### src/rtl/psx_mem_arbiter.sv
// -----------------------------------------------------------------------------
// psx_mem_arbiter
//   Two-client request arbiter and sequencer in front of the PSX-side DDR
//   bridge. Client A is the GPU render/VRAM path and client B is the CPU/DMA
//   path. Requests are serialised onto the bridge's command/busy interface with
//   one transaction in flight at a time. Read data is routed back to whichever
//   client issued the read.
//
// Build option:
//   PSXARB_FIXED_PRIO_EN  defined   : A always wins a tie; there is no
//                                     last-grant pointer.
//                         undefined : round-robin between A and B.
//
// Parameters:
//   WDOG_W  width of the per-transaction watchdog. A transaction is abandoned
//           after 2^WDOG_W-1 WAIT_DONE cycles. Must be 2 or more.
//
// Ports:
//   i_clk, i_nRst                 clock, async active-low reset
//   i_req*/i_write*/i_size*       client request, direction, size (0=8B,1=32B,2=4B)
//   i_adr*/i_sub*/i_mask*/i_data* block address, word sub-address, half-word mask, write data
//   o_ack*                        1-cycle pulse: request accepted
//   o_rdValid*                    1-cycle pulse: o_rdData belongs to that client
//   o_rdData                      read data, shared, direct from the bridge
//   o_timeout                     sticky watchdog error, cleared only by reset
//   o_command ... o_dataBridge    bridge command interface
//   i_busyBridge, i_dataValidBridge, i_dataBridge  bridge status and read return
// -----------------------------------------------------------------------------
// state        | meaning
// ST_IDLE      | waiting for a request while the bridge is idle; grant here
// ST_ISSUE     | command pulse and ack to the owner; watchdog cleared
// ST_WAIT_BUSY | one-cycle hole covering the bridge's registered busy
// ST_WAIT_DONE | write: wait busy low; read: wait data valid; watchdog runs
// -----------------------------------------------------------------------------
module psx_mem_arbiter #(
  parameter int WDOG_W = 10
) (
  input  logic         i_clk,
  input  logic         i_nRst,

  input  logic         i_reqA,
  input  logic         i_writeA,
  input  logic [1:0]   i_sizeA,
  input  logic [14:0]  i_adrA,
  input  logic [2:0]   i_subA,
  input  logic [15:0]  i_maskA,
  input  logic [255:0] i_dataA,
  output logic         o_ackA,
  output logic         o_rdValidA,

  input  logic         i_reqB,
  input  logic         i_writeB,
  input  logic [1:0]   i_sizeB,
  input  logic [14:0]  i_adrB,
  input  logic [2:0]   i_subB,
  input  logic [15:0]  i_maskB,
  input  logic [255:0] i_dataB,
  output logic         o_ackB,
  output logic         o_rdValidB,

  output logic [255:0] o_rdData,
  output logic         o_timeout,

  output logic         o_command,
  output logic         o_writeElseRead,
  output logic [1:0]   o_commandSize,
  output logic [14:0]  o_targetAddr,
  output logic [2:0]   o_subAddr,
  output logic [15:0]  o_writeMask,
  output logic [255:0] o_dataBridge,
  input  logic         i_busyBridge,
  input  logic         i_dataValidBridge,
  input  logic [255:0] i_dataBridge
);

  typedef enum logic [1:0] {
    ST_IDLE      = 2'd0,
    ST_ISSUE     = 2'd1,
    ST_WAIT_BUSY = 2'd2,
    ST_WAIT_DONE = 2'd3
  } state_t;

  // Counter value one short of all-ones: the increment out of this value is
  // the one that reaches 2^WDOG_W-1 and trips the watchdog.
  localparam logic [WDOG_W-1:0] WDOG_LAST = {{(WDOG_W-1){1'b1}}, 1'b0};

  state_t            state;
  state_t            state_nxt;
  logic              owner_b;     // 0 = A owns the transaction, 1 = B
  logic [WDOG_W-1:0] wdog;
  logic              timeout_q;
  logic              grant;
  logic              grant_b;
  logic              done;
  logic              wdog_expire;

`ifndef PSXARB_FIXED_PRIO_EN
  logic              last_b;      // 1 = B had the most recent grant
`endif

  // ---------------------------------------------------------------------------
  // Arbitration and completion
  // ---------------------------------------------------------------------------
  always_comb begin
    grant = (state == ST_IDLE) && !i_busyBridge && (i_reqA || i_reqB);
`ifdef PSXARB_FIXED_PRIO_EN
    grant_b = !i_reqA;
`else
    // On a tie the client that did not win last time goes next.
    grant_b = i_reqB && (!i_reqA || !last_b);
`endif
    // The captured write flag decides which bridge event ends the transaction.
    done        = o_writeElseRead ? !i_busyBridge : i_dataValidBridge;
    wdog_expire = (wdog == WDOG_LAST);
  end

  // ---------------------------------------------------------------------------
  // FSM: state register
  // ---------------------------------------------------------------------------
  always_ff @(posedge i_clk or negedge i_nRst) begin
    if (!i_nRst) state <= ST_IDLE;
    else         state <= state_nxt;
  end

  // ---------------------------------------------------------------------------
  // FSM: next state
  // ---------------------------------------------------------------------------
  always_comb begin
    state_nxt = state;
    case (state)
      ST_IDLE:      if (grant) state_nxt = ST_ISSUE;
      ST_ISSUE:     state_nxt = ST_WAIT_BUSY;
      ST_WAIT_BUSY: state_nxt = ST_WAIT_DONE;
      ST_WAIT_DONE: if (done || wdog_expire) state_nxt = ST_IDLE;
      default:      state_nxt = ST_IDLE;
    endcase
  end

  // ---------------------------------------------------------------------------
  // FSM: outputs
  // ---------------------------------------------------------------------------
  always_comb begin
    o_command  = (state == ST_ISSUE);
    o_ackA     = (state == ST_ISSUE) && !owner_b;
    o_ackB     = (state == ST_ISSUE) &&  owner_b;
    // Zero-latency read return: valid goes straight through in WAIT_DONE.
    o_rdValidA = (state == ST_WAIT_DONE) && !o_writeElseRead && i_dataValidBridge && !owner_b;
    o_rdValidB = (state == ST_WAIT_DONE) && !o_writeElseRead && i_dataValidBridge &&  owner_b;
    o_timeout  = timeout_q;
  end

  assign o_rdData = i_dataBridge;

  // ---------------------------------------------------------------------------
  // Captured request fields, owner and round-robin pointer
  // ---------------------------------------------------------------------------
  always_ff @(posedge i_clk or negedge i_nRst) begin
    if (!i_nRst) begin
      owner_b         <= 1'b0;
      o_writeElseRead <= 1'b0;
      o_commandSize   <= 2'd0;
      o_targetAddr    <= 15'd0;
      o_subAddr       <= 3'd0;
      o_writeMask     <= 16'd0;
      o_dataBridge    <= 256'd0;
`ifndef PSXARB_FIXED_PRIO_EN
      last_b          <= 1'b1;
`endif
    end else if (grant) begin
      owner_b         <= grant_b;
      o_writeElseRead <= grant_b ? i_writeB : i_writeA;
      o_commandSize   <= grant_b ? i_sizeB  : i_sizeA;
      o_targetAddr    <= grant_b ? i_adrB   : i_adrA;
      o_subAddr       <= grant_b ? i_subB   : i_subA;
      o_writeMask     <= grant_b ? i_maskB  : i_maskA;
      o_dataBridge    <= grant_b ? i_dataB  : i_dataA;
`ifndef PSXARB_FIXED_PRIO_EN
      last_b          <= grant_b;
`endif
    end
  end

  // ---------------------------------------------------------------------------
  // Watchdog and sticky timeout flag
  // ---------------------------------------------------------------------------
  always_ff @(posedge i_clk or negedge i_nRst) begin
    if (!i_nRst) begin
      wdog      <= '0;
      timeout_q <= 1'b0;
    end else begin
      if (state == ST_ISSUE) begin
        wdog <= '0;
      end else if (state == ST_WAIT_DONE && !done) begin
        wdog <= wdog + WDOG_W'(1);
        if (wdog_expire) timeout_q <= 1'b1;
      end
    end
  end

endmodule

### config.mk
export PLATFORM = sky130hd
export DESIGN_NAME = psx_mem_arbiter
export DESIGN_NICKNAME = d
export VERILOG_FILES = /design/src/rtl/psx_mem_arbiter.sv
export SDC_FILE = /design/constraint.sdc
export NUM_CORES = 1
export LEC_CHECK = 0
export BUFFER_PORTS_ARGS = -buffer_cell sky130_fd_sc_hd__buf_2
export CAP_MARGIN = 25
export CORE_AREA = 2 2 539 541
export CTS_BUF_LIST = sky130_fd_sc_hd__clkbuf_4 sky130_fd_sc_hd__clkbuf_8 sky130_fd_sc_hd__clkbuf_16
export CTS_CLUSTER_SIZE = 40
export DETAILED_ROUTE_END_ITERATION = 6
export DIE_AREA = 0 0 541 543
export PLACE_DENSITY = 0.3
export SLEW_MARGIN = 20
export SYNTH_ARGS = -nofsm -noshare
export SYNTH_HDL_FRONTEND = slang
export SYNTH_SLANG_ARGS = --single-unit
### constraint.sdc
create_clock -name i_clk -period 1.85 [get_ports i_clk]
set_input_delay 0.0925 -clock i_clk [delete_from_list [all_inputs] [get_ports i_clk]]
set_output_delay 0.0925 -clock i_clk [all_outputs]
set_load 0.02 [all_outputs]
==> metrics.cfg <==
[status]
status=complete, but fails checks
violations=setup timing

[floorplan]
io_pins=1403
die_w_um=541
start_util_pct=5.53
coreArea_um2=287000
fp.dieH_um=543
rows=197
die_area_um2=294000

[synthesis]
synth_edf_count=0
synthTopCellsByCount=590 x nand2_1, 307 x dfrtp_1, 303 x nor2_1
ys_seq_elements=308
netlist_top_cells_area=dfrtp_1 48%, nand2_1 14%, buf_4 12%, a31oi_1 12%, nor2_1 7.2%
yosysMostFrequentCell=nand2_1
synthFlopType=dfrtp_1
synthDominantCellAreaShare_pct=48.4
post_synth_instance_area_um2=15900
syn_inst=1945
yosys_warnings=0
synth_nets=2799
async_reset_ff_share_pct=100
ys_seq_area_share_pct=48.5
synth_cell_types=38
synth_area_per_cell_um2=8.17
synth_top_area_cell=dfrtp_1

[placement]
place_congestion=0.873
port_buffers=890
pre_cts_ws_ns=-0.0692
placed_area_um2=23600
hpwlAfterDp_mm=169

[clocking]
cts_root_buf=clkbuf_16
h-tree-depth=2
clk_latency_ns=0.70
clock_path_buffers=3
tritoncts=yes
path_clk_slew_ns=0.06
numClockSinks=308
cts_buffers=46

[grt]
grtUsageTotal_pct=12.9
grt_overflow=0
grt_start_max_net_pins=62
grt_pass1_wl_mm=240
antenna_found_initial=18
first_global_vias=21000

[layout]
area_growth_pct=116
final_layout_size_suffix_gt1_share_pct=40.8
post-route-util_pct=11.9
fillCellCount=33200
fin_nets=4128
postLayoutCellArea_um2=34300

[sta]
max_freq_ghz=0.502
period_minus_slack_ns=1.99
setup_slack_ns=-0.141
whs_ns=0.133
worstMarginPinSlew_ns=0.572
grt_setup_unrepaired=yes
hold_viol_final=0
period_share_pct=108
drv_slew=0
clock_skew_ns=0.0428
finalSetupViolCount=74
relSlewSlack_pct=62.2
fin_tns_setup_ns=-3.45

[detailed_routing]
finalWirelength_mm=200
wire_per_inst_um=28.2
drt_iter0_markers=960
ant_nets=0
via_per_inst=2.79
drc=0
firstDrtPassIters=5
vias=19800

[worst_setup_path]
worst_ep_arrival_time_ns=2.56
cpMaxStageDelayCell=dfrtp_1
worstSetupPathType=flip-flop to flip-flop
cp_num_buf_inv=6
crit_chain=inv_2, ha_4, and2b_1, and2b_4, buf_6, buf_16, buf_8, buf_12, clkbuf_16, a31oi_1
cp_data_required_time_ns=2.42
cp_max_fo=8
cp_top_family=buffers and inverters
startpoint_type=flip-flop
endpoint_kind=flip-flop
slowest_delay_ns=0.38

[pwr]
ir_worst_vdd_uv=842
p_leak_uw=0.0142
p_per_area_nw_per_um2=1490

[min_path]
hold_class=primary input to async pin

[run]
drv_cap=0

[logic make-up after synthesis]
kind of cell / count (synthesis) / synth area share (%)
muxes: 2 / 0.142
xor gates and xnor gates: 5 / 0.276
buffers and inverters: 394 / 16.1
DFF: 308 / 48.5
and+or+nand+nor: 916 / 22.0
AOI/OAI and AO/OA: 314 / 12.5
adders and majority gates: 6 / 0.472
[routing by layer]
| layer | global-route usage (%) | vias to the layer above | part of all wire [%] |
|---|---|---|---|
| met2 | 20.7 | 1324 | 45 |
| met3 | 14.4 | 159 | 24 |
| met1 | 10.7 | 9439 | 29 |
| met5 | 0.0822 | - | 0.017 |
| li1 | - | 8902 | - |
| met4 | 2.48 | 2 | 1.9 |
[flip-flops by register name (all words and copies together), names as in the netlist]
register / cells
owner_b: 1
o_writeElseRead: 1
last_b: 1
o_dataBridge: 256
o_targetAddr: 15
state: 2
o_subAddr: 3
o_writeMask: 16
o_commandSize: 2
o_timeout: 1
wdog: 10
[cell usage in the layout, fill, tap and decap left out, types with 3 or more instances in the layout]
cell type / instances
buf_2: 882
dlygate4sd3_1: 593
nand2_1: 588
dfrtp_1: 306
a31oi_1: 271
nor2_1: 160
nor2_2: 89
clkbuf_16: 71
buf_4: 65
nor2_4: 55
buf_12: 48
buf_16: 25
a31oi_4: 20
buf_8: 17
buf_6: 15
clkbuf_4: 14
diode_2: 7
clkinv_2: 7
clkbuf_8: 7
bufinv_16: 6
a21oi_1: 4
xor2_1: 4
inv_2: 3
a31oi_2: 3
nand3_1: 3
and2_1: 3
o21ai_0: 3
o2111ai_1: 3
ha_4: 3
ha_1: 3
[worst paths after layout]
path	slack, ns	cells after the start	from	end
max in group asynchronous	1.15	4	i_nRst	o_commandSize[1]
worst min-delay path	0.13	3	i_nRst	o_dataBridge[19]
worst min register to register	0.47	1	o_timeout	o_timeout
worst max register to register	-0.14	10	state[0]	o_dataBridge[255]
min in group i_clk	0.19	0	i_dataBridge[128]	o_rdData[128]
worst max-delay path	-0.14	10	state[0]	o_dataBridge[255]
[where the power goes]
part / switching, uW / leakage [uW] / total (uW) / internal (uW)
Sequential: 2930 / 0.00347 / 13000 / 10100
Combinational: 18600 / 0.00987 / 28100 / 9490
Clock: 3870 / 0.000810 / 9810 / 5940
[stage by stage]
step                      total power [uW]  instances
final                                50900       7097
after global routing                 55200       7092
after CTS                            50700       7066
after detailed placement             36800       6330
after global placement               36700       6330
after floorplan                      22200       1945
[worst reg2reg max path, cell delays in order (launching register included)]
cell and delay [ns]:
dfrtp_1 0.38, inv_2 0.07, ha_4 0.16, and2b_1 0.16, and2b_4 0.19, buf_6 0.12
buf_16 0.15, buf_8 0.20, buf_12 0.14, clkbuf_16 0.17, a31oi_1 0.15
[timing repair]
item,in CTS,in global routing
cloned,25,25
buffers inserted,34,14
endpoints found under the hold margin,608,0
hold buffers,595,0
pin swaps,6,4
setup endpoints to repair,137,297
gates resized for setup,161,224
[layout make-up]
cell class / count / area (um^2) / share of cell area (%)
timing repair buffer: 1670 / 13500 / 39.4
sequential: 308 / 7710 / 22.5
multi-input combinational: 1243 / 6680 / 19.5
tap: 3781 / 4730 / 13.8
clock buffer: 67 / 1370 / 4.00
clock inverter: 16 / 240 / 0.701
inverter: 5 / 18.8 / 0.0547
antenna: 7 / 17.5 / 0.0511
Note: power is estimated with default switching activity, not from simulation.
